`src/rtl/pipe_ctrl_pkg.sv`:
```
// Shared definitions for the pipeline stall/flush controller.
//   ST_RUN / ST_MEM_WAIT : controller state encoding
//   REG_ADDR_W           : architectural register index width
//   BUBBLE_INST          : instruction word used for flushed inst fields (NOP)
package pipe_ctrl_pkg;

  typedef enum logic {
    ST_RUN      = 1'b0,
    ST_MEM_WAIT = 1'b1
  } state_t;

  localparam int REG_ADDR_W = 5;

  localparam logic [31:0] BUBBLE_INST = 32'h0000_0013;

endpackage

```
`src/rtl/pipe_perf_cnt.sv`:
```
// Saturating event counter.
//   clk : clock
//   rst : synchronous active-high clear
//   en  : count this cycle
//   cnt : current count, sticks at all-ones
module pipe_perf_cnt #(
  parameter int W = 32
) (
  input  logic         clk,
  input  logic         rst,
  input  logic         en,
  output logic [W-1:0] cnt
);

  always_ff @(posedge clk) begin
    if (rst) begin
      cnt <= '0;
    end else if (en && (cnt != {W{1'b1}})) begin
      cnt <= cnt + {{(W-1){1'b0}}, 1'b1};
    end
  end

endmodule

```
`src/rtl/pipe_hazard_ctrl.sv`:
```
// Central stall/flush controller for the 5-stage pipeline.
// Drives stop/flush of PC, IF/ID, ID/EX, EX/MEM and MEM/WB from three sources:
// data-memory wait (with timeout), load-use bubble insertion, EX redirect.
//
// Ports:
//   clk, rst                      : clock, synchronous active-high reset
//   id_rs1/id_rs2, *_used         : sources of the ID instruction
//   ex_rd, ex_is_load             : destination / load flag of the EX instruction
//   ex_redirect                   : taken branch or jump resolved in EX
//   dm_req, dm_ack                : data-memory request (held) and ack pulse
//   *_stop, *_flush               : combinational register controls
//   bus_err                       : registered pulse one edge after a timeout
//   stall_cycles, flush_events    : saturating counters (only with PIPE_PERF_EN)
//
// Build option: define PIPE_PERF_EN to add the two performance counters.
module pipe_hazard_ctrl
  import pipe_ctrl_pkg::*;
#(
  parameter int MEM_TIMEOUT = 16,
  parameter int CNT_W       = 32
) (
  input  logic                  clk,
  input  logic                  rst,
  input  logic [REG_ADDR_W-1:0] id_rs1,
  input  logic [REG_ADDR_W-1:0] id_rs2,
  input  logic                  id_rs1_used,
  input  logic                  id_rs2_used,
  input  logic [REG_ADDR_W-1:0] ex_rd,
  input  logic                  ex_is_load,
  input  logic                  ex_redirect,
  input  logic                  dm_req,
  input  logic                  dm_ack,
  output logic                  pc_stop,
  output logic                  ifid_stop,
  output logic                  idex_stop,
  output logic                  exmem_stop,
  output logic                  memwb_stop,
  output logic                  ifid_flush,
  output logic                  idex_flush,
  output logic                  memwb_flush,
  output logic                  bus_err
`ifdef PIPE_PERF_EN
  ,
  output logic [CNT_W-1:0]      stall_cycles,
  output logic [CNT_W-1:0]      flush_events
`endif
);

  if (CNT_W < 1 || MEM_TIMEOUT < 1 || MEM_TIMEOUT > 255) begin : g_bad_param
    $error("pipe_hazard_ctrl: CNT_W must be >= 1 and MEM_TIMEOUT in 1..255");
  end

  localparam logic [7:0] TMO = 8'(MEM_TIMEOUT);

  state_t     state_q, state_d;
  logic [7:0] wait_cnt_q, wait_cnt_d;
  logic       bus_err_d;

  logic       freeze;
  logic       timeout;
  logic       load_use;

  // The >= on the timeout side means an out-of-range count can never wedge
  // the controller in MEM_WAIT; in normal operation it only ever equals TMO.
  assign freeze   = ((state_q == ST_RUN) && dm_req && !dm_ack) ||
                    ((state_q == ST_MEM_WAIT) && !dm_ack && (wait_cnt_q < TMO));
  assign timeout  = (state_q == ST_MEM_WAIT) && !dm_ack && (wait_cnt_q >= TMO);
  assign load_use = ex_is_load && (ex_rd != '0) &&
                    ((id_rs1_used && (id_rs1 == ex_rd)) ||
                     (id_rs2_used && (id_rs2 == ex_rd)));

  always_comb begin
    pc_stop     = 1'b0;
    ifid_stop   = 1'b0;
    idex_stop   = 1'b0;
    exmem_stop  = 1'b0;
    memwb_stop  = 1'b0;
    ifid_flush  = 1'b0;
    idex_flush  = 1'b0;
    memwb_flush = 1'b0;

    if (freeze) begin
      // Whole pipe holds; redirect/load-use stay latched in the frozen
      // registers and are acted on in the release cycle.
      pc_stop    = 1'b1;
      ifid_stop  = 1'b1;
      idex_stop  = 1'b1;
      exmem_stop = 1'b1;
      memwb_stop = 1'b1;
    end else begin
      // Abandoned access must not write back; the front end keeps going.
      if (timeout) begin
        memwb_flush = 1'b1;
      end
      // A redirect kills the consumer, so a load-use match is moot.
      if (ex_redirect) begin
        ifid_flush = 1'b1;
        idex_flush = 1'b1;
      end else if (load_use) begin
        pc_stop    = 1'b1;
        ifid_stop  = 1'b1;
        idex_flush = 1'b1;
      end
    end
  end

  always_comb begin
    state_d    = state_q;
    wait_cnt_d = wait_cnt_q;
    bus_err_d  = 1'b0;
    case (state_q)
      ST_RUN: begin
        if (dm_req && !dm_ack) begin
          state_d    = ST_MEM_WAIT;
          wait_cnt_d = 8'd1;
        end
      end
      ST_MEM_WAIT: begin
        // An ack in the timeout cycle wins over the timeout.
        if (dm_ack) begin
          state_d    = ST_RUN;
          wait_cnt_d = 8'd0;
        end else if (wait_cnt_q < TMO) begin
          wait_cnt_d = wait_cnt_q + 8'd1;
        end else begin
          state_d    = ST_RUN;
          wait_cnt_d = 8'd0;
          bus_err_d  = 1'b1;
        end
      end
      default: begin
        state_d    = ST_RUN;
        wait_cnt_d = 8'd0;
      end
    endcase
  end

  always_ff @(posedge clk) begin
    if (rst) begin
      state_q    <= ST_RUN;
      wait_cnt_q <= 8'd0;
      bus_err    <= 1'b0;
    end else begin
      state_q    <= state_d;
      wait_cnt_q <= wait_cnt_d;
      bus_err    <= bus_err_d;
    end
  end

`ifdef PIPE_PERF_EN
  logic any_flush;
  assign any_flush = ifid_flush | idex_flush | memwb_flush;

  pipe_perf_cnt #(.W(CNT_W)) u_stall_cnt (
    .clk (clk),
    .rst (rst),
    .en  (pc_stop),
    .cnt (stall_cycles)
  );

  pipe_perf_cnt #(.W(CNT_W)) u_flush_cnt (
    .clk (clk),
    .rst (rst),
    .en  (any_flush),
    .cnt (flush_events)
  );
`endif

endmodule

```
`config.mk`:
```
export PLATFORM = sky130hd
export DESIGN_NAME = pipe_hazard_ctrl
export DESIGN_NICKNAME = d
export VERILOG_FILES = /design/src/rtl/pipe_ctrl_pkg.sv /design/src/rtl/pipe_perf_cnt.sv /design/src/rtl/pipe_hazard_ctrl.sv
export SDC_FILE = /design/constraint.sdc
export NUM_CORES = 1
export LEC_CHECK = 0
export ABC_AREA = 1
export ABC_CLOCK_PERIOD_IN_PS = 1300
export CORE_MARGIN = 2
export CORE_UTILIZATION = 53
export CTS_CLUSTER_SIZE = 12
export DETAILED_ROUTE_END_ITERATION = 7
export DONT_BUFFER_PORTS = 1
export HOLD_SLACK_MARGIN = 0.12
export PLACE_DENSITY_LB_ADDON = 0.3
export SYNTH_ARGS = -nofsm -noshare
export SYNTH_HDL_FRONTEND = slang
export SYNTH_HIERARCHICAL = 1
export SYNTH_SLANG_ARGS = --single-unit
export TNS_END_PERCENT = 1
```
`constraint.sdc`:
```
create_clock -name clk -period 1.3 [get_ports clk]
set_input_delay 0.325 -clock clk [delete_from_list [all_inputs] [get_ports clk]]
set_output_delay 0.325 -clock clk [all_outputs]
set_load 0.02 [all_outputs]
```
# After elaboration in Yosys (flattened, before gate mapping)
# Cells that the tools add are included.
# word_totals
regBits	10
out_inout_bits	9
elab_cells	44
# classes
add_sub_neg	1
magnitude_cmp	2
n_eq_ne	3
mux	19
n_bitwise	1
n_reduce_logical	15
# op_table
op	n
$mux 8	3
$pmux 8 s2	1
$mux 1	14
$eq 5x5->1	2
$logic_and 1x1->1	10
$add 8x1->8 const B	1
$ge 8x5->1 const B	1
$lt 8x5->1 const B	1
$reduce_bool 5->1	1
$reduce_or 3->1	1
$logic_or 1x1->1	2
$ne 2x1->1 const B	1
$pmux 1 s2	1
$logic_not 1->1	1
$not 1->1	1

# Logic depth before layout (Yosys ltp)
# Gate-level depths: netlist (run 1).
# depth
depth_word	7
mapped_depth	9
mapped_depth_nobuf	8

# Worst setup path after synthesis (run 1)
# Ideal clock, no wire load.
# synth_path
path_type	reg2out
start	register wait_cnt_q[7]
end	output port pc_stop
t_arrival_ns	1.156
slack_ns	-0.181
stages_incl_launch_ff	7
n_path_buf	1
cell_sequence	dfxtp_1 nor2_1 nand3_1 nor3_4 nor2_2 nand2_1 buf_4
# synth_between
elab_chain_len	4
# synth_rtl
item	line	source
from (decl)	pipe_hazard_ctrl.sv:56	logic [7:0] wait_cnt_q, wait_cnt_d;
from (signal assigned)	pipe_hazard_ctrl.sv:145	wait_cnt_q <= wait_cnt_d;
$lt 8x5->1	pipe_hazard_ctrl.sv:66	((state_q == ST_MEM_WAIT) && !dm_ack && (wait_cnt_q < TMO));
$logic_and 1x1->1	pipe_hazard_ctrl.sv:66	
$logic_or 1x1->1	pipe_hazard_ctrl.sv:65	assign freeze = ((state_q == ST_RUN) && dm_req && !dm_ack) ||
$mux 1	n/a	
to (decl)	pipe_hazard_ctrl.sv:33	output logic pc_stop,
# Every way passes these cells.

# Worst setup path after layout (run 1)
# layout_path
start	register wait_cnt_q[4]
end	output port exmem_stop
# layout_between
elab_chain_len	4
# layout_rtl
item	line	source
$lt 8x5->1	pipe_hazard_ctrl.sv:66	
$logic_and 1x1->1	pipe_hazard_ctrl.sv:66	
$logic_or 1x1->1	pipe_hazard_ctrl.sv:65	
$mux 1	pipe_hazard_ctrl.sv:82	if (freeze) begin
to (decl)	pipe_hazard_ctrl.sv:36	output logic exmem_stop,
# Every way passes these cells.

==> results.json, run 1 <==
{
  "ys.flop_type": "dfxtp_1",
  "yosys-top-cells-area": "dfxtp_1, nand2_1, inv_1, nor2_1, a21oi_1",
  "n_antenna_cell": 0,
  "wl_per_cell_microns": 10.1,
  "numClockSinks": 10,
  "synth-edff-count": 0,
  "synth_warnings": 6,
  "switching_power_uw": 222,
  "worst-slew-pin-transition_ns": 0.261,
  "via_per_inst": 4.94,
  "required_ns": 0.98,
  "tns_ns": -2.27,
  "row_count": 13,
  "arrival_ns": 1.29,
  "async_reset_ff_share_pct": 0,
  "syn2layout_area_growth_pct": 21.3,
  "grt_remaining_overflow": 0,
  "antenna_found_initial": 0,
  "fin_nets": 161,
  "min_from": "rst",
  "grt_usage_pct": 24.1,
  "grt_pass1_wl_mm": 2.61,
  "fillCellCount": 122,
  "cts_made_buffers": 3,
  "ys_seq_elements": 10,
  "clock_skew_ns": 0.00426,
  "hold_end": "wait_cnt_q[2]",
  "p_int_uw": 547,
  "die_x_microns": 40.8,
  "slew_headroom_pct": 82.4,
  "vias": 741,
  "syn_inst": 125,
  "pin_count": 32,
  "synth_top_cell_by_area": "dfxtp_1",
  "clk_pin_slew_worst_paths_ns": 0.07,
  "synthAdderAreaFrac_pct": 3.48,
  "initial_core_util_pct": 55.9,
  "synth_commonest_cells": "nand2_1, inv_1, nor2_1",
  "portBuffers": 0,
  "p_seq_share_pct": 41.1,
  "grt_start_max_net_pins": 7,
  "die_area_sq_mm": 0.00167,
  "max_freq_ghz": 0.618,
  "synth_top_family_by_area": "simple AND/OR/NAND/NOR gates",
  "ir_drop_mv": 0.591,
  "min_path_cells": 2,
  "rsz0062_at_grt": "yes",
  "power.density_mw_per_mm2": 882,
  "seq_area_frac_synth_pct": 27.9,
  "comb_power_share_pct": 21.4,
  "hold_viol": 0,
  "synth_xor_area_share_pct": 0,
  "reg2reg_slack_ns": 0.15,
  "cp-end-kind": "primary output",
  "clk_latency_ns": 0.27,
  "ys_types": 18,
  "route.detailed.drc": 0,
  "worst-path-stages": 6,
  "max_stage_delay_ns": 0.33,
  "crit_buf_inv": 2,
  "outcome": "finished, violations left",
  "grt_pass1_vias": 686,
  "drive_gt1_share_pct": 21.5,
  "drv_slew": 0,
  "cts_tree": "built",
  "die_h_microns": 40.8,
  "hpwl_mm": 1.14,
  "start_kind": "flip-flop",
  "critPathTopFamily": "simple AND/OR/NAND/NOR gates",
  "cp_cell_sequence": "nor2_2 -> nand3_2 -> nor3_4 -> nor2_4 -> inv_2 -> buf_12",
  "drt-total-wl_mm": 1.52,
  "hold_path_class": "in -> reg",
  "p_sw_share_pct": 28.9,
  "synth.most_common_cell": "nand2_1",
  "violations": "negative setup slack",
  "setup_ws_ns": -0.317,
  "cpMaxStageDelayCell": "dfxtp_2",
  "syn_avg_cell_area_sq_um": 5.75,
  "r2r-end": "wait_cnt_q[3]",
  "gp_congestion": 0.776,
  "power_frac_clock_pct": 37.6,
  "drv_cap": 0,
  "setup_violations": 8,
  "synth.net_count": 150,
  "h-tree-depth": 1,
  "drtIter0Drc": 9,
  "finalPower_uw": 768,
  "synth_compound_area_share_pct": 8.01,
  "period_minus_slack_ns": 1.62,
  "netlist_area_sq_um": 718,
  "finalCritPeriodShare_pct": 124,
  "post-route-util_pct": 67.8,
  "crit_fanout": 5,
  "muxShareOfSynthArea_pct": 0,
  "firstDrtPassIters": 4,
  "critPathKind": "reg -> out",
  "clock_path_buffers": 2,
  "reg2reg_depth": 6,
  "synth_simple_gate_area_share_pct": 41.8,
  "r2r-start": "wait_cnt_q[4]",
  "p_leak_uw": 0.000469,
  "coreArea_sq_mm": 0.00128,
  "cts-root-buf": "clkbuf_4",
  "drtAntennaViolNets": 0,
  "synth_top_area_share_pct": 27.9
}
-- final cells by class --
| class | instances | area, sq um | share of cell area (%) |
|---|---|---|---|
| well taps | 15 | 18.8 | 2.16 |
| repair buffers | 10 | 95.1 | 10.9 |
| inverters | 28 | 105 | 12.1 |
| clock buffers | 4 | 36.3 | 4.17 |
| multi-input cells | 83 | 413 | 47.4 |
| flip-flops and latches | 10 | 203 | 23.3 |
-- power by group through the flow --
stage | combinational [uW] | clock, uW | sequential [uW]
floorplan | 123 | 0 | 322
detailed placement | 143 | 0 | 322
CTS | 155 | 290 | 315
finish | 164 | 289 | 315
global placement | 140 | 0 | 322
global route | 185 | 311 | 316
-- registers in the layout (all words and copies together) (netlist names) --
name and cells:
bus_err 1, state_q 1, wait_cnt_q 8
-- placed cells by master (no fill, tap or decap), types with 3 or more instances in the layout --
cell / count
nand2_1: 39
inv_1: 23
nor2_1: 14
dfxtp_1: 8
a21oi_1: 6
buf_4: 6
inv_2: 5
nand3_1: 4
nand2_2: 3
clkbuf_4: 3
dlygate4sd3_1: 3
-- per-stage QoR --
stage	area, sq um	setup slack [ns]	hold WS, ns	cells
6_report	871	-0.317	0.194	150
5_1_grt	871	-0.396	0.190	150
4_1_cts	843	-0.399	0.124	147
3_5_place_dp	759	-0.182	0.399	141
3_3_place_gp	759	-0.116	0.395	141
2_1_floorplan	721	-0.119	0.402	125
-- layer usage --
layer	vias to the layer above	global-route usage (%)	part of all wire [%]
li1	390	-	-
met2	21	41.4	51
met5	-	0	0
met1	328	26.4	40
met3	2	11.4	7.0
met4	0	5.83	1.1
-- how the worst max path moves through the flow --
stage	from	endpoint
2_1_floorplan	wait_cnt_q[7]	pc_stop
3_3_place_gp	wait_cnt_q[7]	idex_flush
3_5_place_dp	wait_cnt_q[7]	idex_flush
4_1_cts	wait_cnt_q[4]	exmem_stop
5_1_grt	wait_cnt_q[4]	memwb_stop
6_report	wait_cnt_q[4]	exmem_stop
-- cells by family after synthesis --
| group | Yosys count |
|---|---|
| adders and majority gates | 2 |
| AOI/OAI and AO/OA | 10 |
| and+or+nand+nor | 71 |
| buffers and inverters | 32 |
| DFF | 10 |
-- repair_timing --
| action | CTS | global route |
|---|---|---|
| endpoints found under the setup margin | 8 | 10 |
| buffers inserted | 1 | 1 |
| resized for setup | 10 | 0 |
| hold buffers | 1 | 2 |
| pin swaps | 4 | 2 |
| endpoints found under the hold margin | 5 | 2 |
(Power assumes the default switching activity.)
==> run 2: changes to the inputs <==
--- a/config.mk
+++ b/config.mk
@@ -6,14 +6,14 @@
 export NUM_CORES = 1
 export LEC_CHECK = 0
 export ABC_AREA = 1
-export ABC_CLOCK_PERIOD_IN_PS = 1300
-export CORE_MARGIN = 2
-export CORE_UTILIZATION = 53
+export ABC_CLOCK_PERIOD_IN_PS = 1900
+export CORE_AREA = 2 2 39 41
 export CTS_CLUSTER_SIZE = 12
 export DETAILED_ROUTE_END_ITERATION = 7
+export DIE_AREA = 0 0 41 43
 export DONT_BUFFER_PORTS = 1
 export HOLD_SLACK_MARGIN = 0.12
-export PLACE_DENSITY_LB_ADDON = 0.3
+export PLACE_DENSITY = 0.69
 export SYNTH_ARGS = -nofsm -noshare
 export SYNTH_HDL_FRONTEND = slang
 export SYNTH_HIERARCHICAL = 1
==> constraint.sdc (replaced) <==
create_clock -name clk -period 1.9 [get_ports clk]
set_input_delay 0.475 -clock clk [delete_from_list [all_inputs] [get_ports clk]]
set_output_delay 0.475 -clock clk [all_outputs]
set_load 0.02 [all_outputs]
==> results.json, run 2 (synthesis results as in run 1) <==
{
  "largest_reg_flops": 8,
  "coreArea_sq_mm": 0.00138,
  "ir_drop_mv": 0.324,
  "reg2reg_slack_ns": 0.79,
  "h-tree-depth": 1,
  "gp_congestion": 0.764,
  "fillCellCount": 148,
  "outcome": "finished clean",
  "hold_end": "state_q",
  "die_x_microns": 41,
  "dp_cells": 140,
  "initial_core_util_pct": 51.9,
  "final_cell_mix": "nand2_1, inv_1, nor2_1",
  "seq_area_sq_um": 200,
  "row_count": 14,
  "r2r-start": "wait_cnt_q[7]",
  "via_per_inst": 4.90,
  "pin_count": 32,
  "stdcell_count": 144,
  "ctsHoldBuffers": 0,
  "hold_viol": 0,
  "n_antenna_cell": 0,
  "grt_pass1_wl_mm": 2.65,
  "clk_latency_ns": 0.27,
  "clock_skew_ns": 0.00141,
  "hold_path_class": "in -> reg",
  "top_register": "wait_cnt_q",
  "rsz0062_at_grt": "no",
  "setup_violations": 0,
  "route.detailed.drc": 0,
  "drtIter0Drc": 13,
  "min_path_cells": 1,
  "critPathKind": "reg -> out",
  "grt_usage_pct": 21.4,
  "required_ns": 1.42,
  "drive_gt1_share_pct": 11.7,
  "drv_slew": 0,
  "grt_remaining_overflow": 0,
  "arrival_ns": 1.30,
  "min_from": "rst",
  "drv_cap": 0,
  "top_regs": "wait_cnt_q (8), bus_err (1), state_q (1)",
  "worst-slew-pin-transition_ns": 0.255,
  "multiInputGateArea_sq_um": 385,
  "clock_path_buffers": 2,
  "syn2layout_area_growth_pct": 7.67,
  "place_ws_ns": 0.158,
  "fin_nets": 154,
  "drt-total-wl_mm": 1.46,
  "firstDrtPassIters": 4,
  "wl_per_cell_microns": 10.1,
  "reg2reg_depth": 6,
  "grt_start_max_net_pins": 10,
  "vias": 706,
  "cts-root-buf": "clkbuf_4",
  "portBuffers": 0,
  "setup_ws_ns": 0.123,
  "tns_ns": 0,
  "drtAntennaViolNets": 0,
  "die_area_sq_mm": 0.00176,
  "r2r-end": "wait_cnt_q[3]",
  "finalPower_uw": 499,
  "numClockSinks": 10,
  "cts_made_buffers": 3,
  "die_h_microns": 43,
  "mostFrequentLayoutCell": "nand2_1",
  "cp-end-kind": "primary output",
  "finalCritPeriodShare_pct": 93.5,
  "power.density_mw_per_mm2": 645,
  "period_minus_slack_ns": 1.78,
  "grt_pass1_vias": 674,
  "clk_pin_slew_worst_paths_ns": 0.07,
  "cts_tree": "built",
  "start_kind": "flip-flop",
  "antenna_found_initial": 0,
  "crit_fanout": 5,
  "slew_headroom_pct": 83.0,
  "p_leak_uw": 0.000427,
  "max_freq_ghz": 0.563,
  "hpwl_mm": 1.16
}
==> run 2: changes by cell type in the layout (fill, tap and decap cells not counted), sizes merged <==
| cell | before | now |
|---|---|---|
| buf | 7 | 3 |
| dlygate4sd3 | 3 | 0 |
==> run 2: final cells by class <==
class / count / share of cell area [%]
clock buffers: 4 / 4.69
inverters: 28 / 13.6
multi-input cells: 83 / 49.8
flip-flops and latches: 10 / 25.9
well taps: 16 / 2.59
repair buffers: 3 / 3.40
==> run 2: layer usage <==
metal | global-route usage [%] | wire length (microns) | up-vias | share of wire, %
li1 | - | - | 377 | -
met1 | 26.1 | 641 | 302 | 44
met2 | 33.1 | 707 | 23 | 49
met3 | 4.19 | 76 | 4 | 5.2
met4 | 12.0 | 31 | 0 | 2.1
met5 | 0 | 0 | - | 0
==> run 2: stage by stage <==
stage	hold slack [ns]	util (%)	area, sq um
after floorplan	0.423	-	718
after global placement	0.431	52.8	731
after detailed placement	0.446	52.8	731
after CTS	0.262	55.4	767
after global routing	0.262	55.9	773
final	0.268	55.9	773
==> run 2: timing repair <==
action,CTS,global route
endpoints found under the setup margin,0,5
buffers inserted,0,0
gates resized for setup,0,2
==> run 2: where the power goes <==
group | internal, uW | switching (uW) | total [uW]
logic | 28.6 | 60.2 | 88.8
clock network | 116 | 77.4 | 194
registers | 213 | 3.24 | 216
total | 358 | 141 | 499
==> run 2: how the worst max path moves through the flow <==
stage,startpoint,endpoint,depth (start not counted)
4_1_cts,wait_cnt_q[7],ifid_stop,5
6_report,wait_cnt_q[7],idex_flush,6
5_1_grt,wait_cnt_q[5],idex_flush,6
3_3_place_gp,ex_rd[3],pc_stop,8
3_5_place_dp,ex_rd[3],ifid_stop,8
2_1_floorplan,ex_rd[2],pc_stop,7
==> run 2: critical path: stages (launching register included) <==
cell and delay (ns):
dfxtp_1 0.34, nor2_1 0.05, nand3_1 0.12, nor3_4 0.05, nor2_2 0.19, nand2_1 0.10, nand2_1 0.18
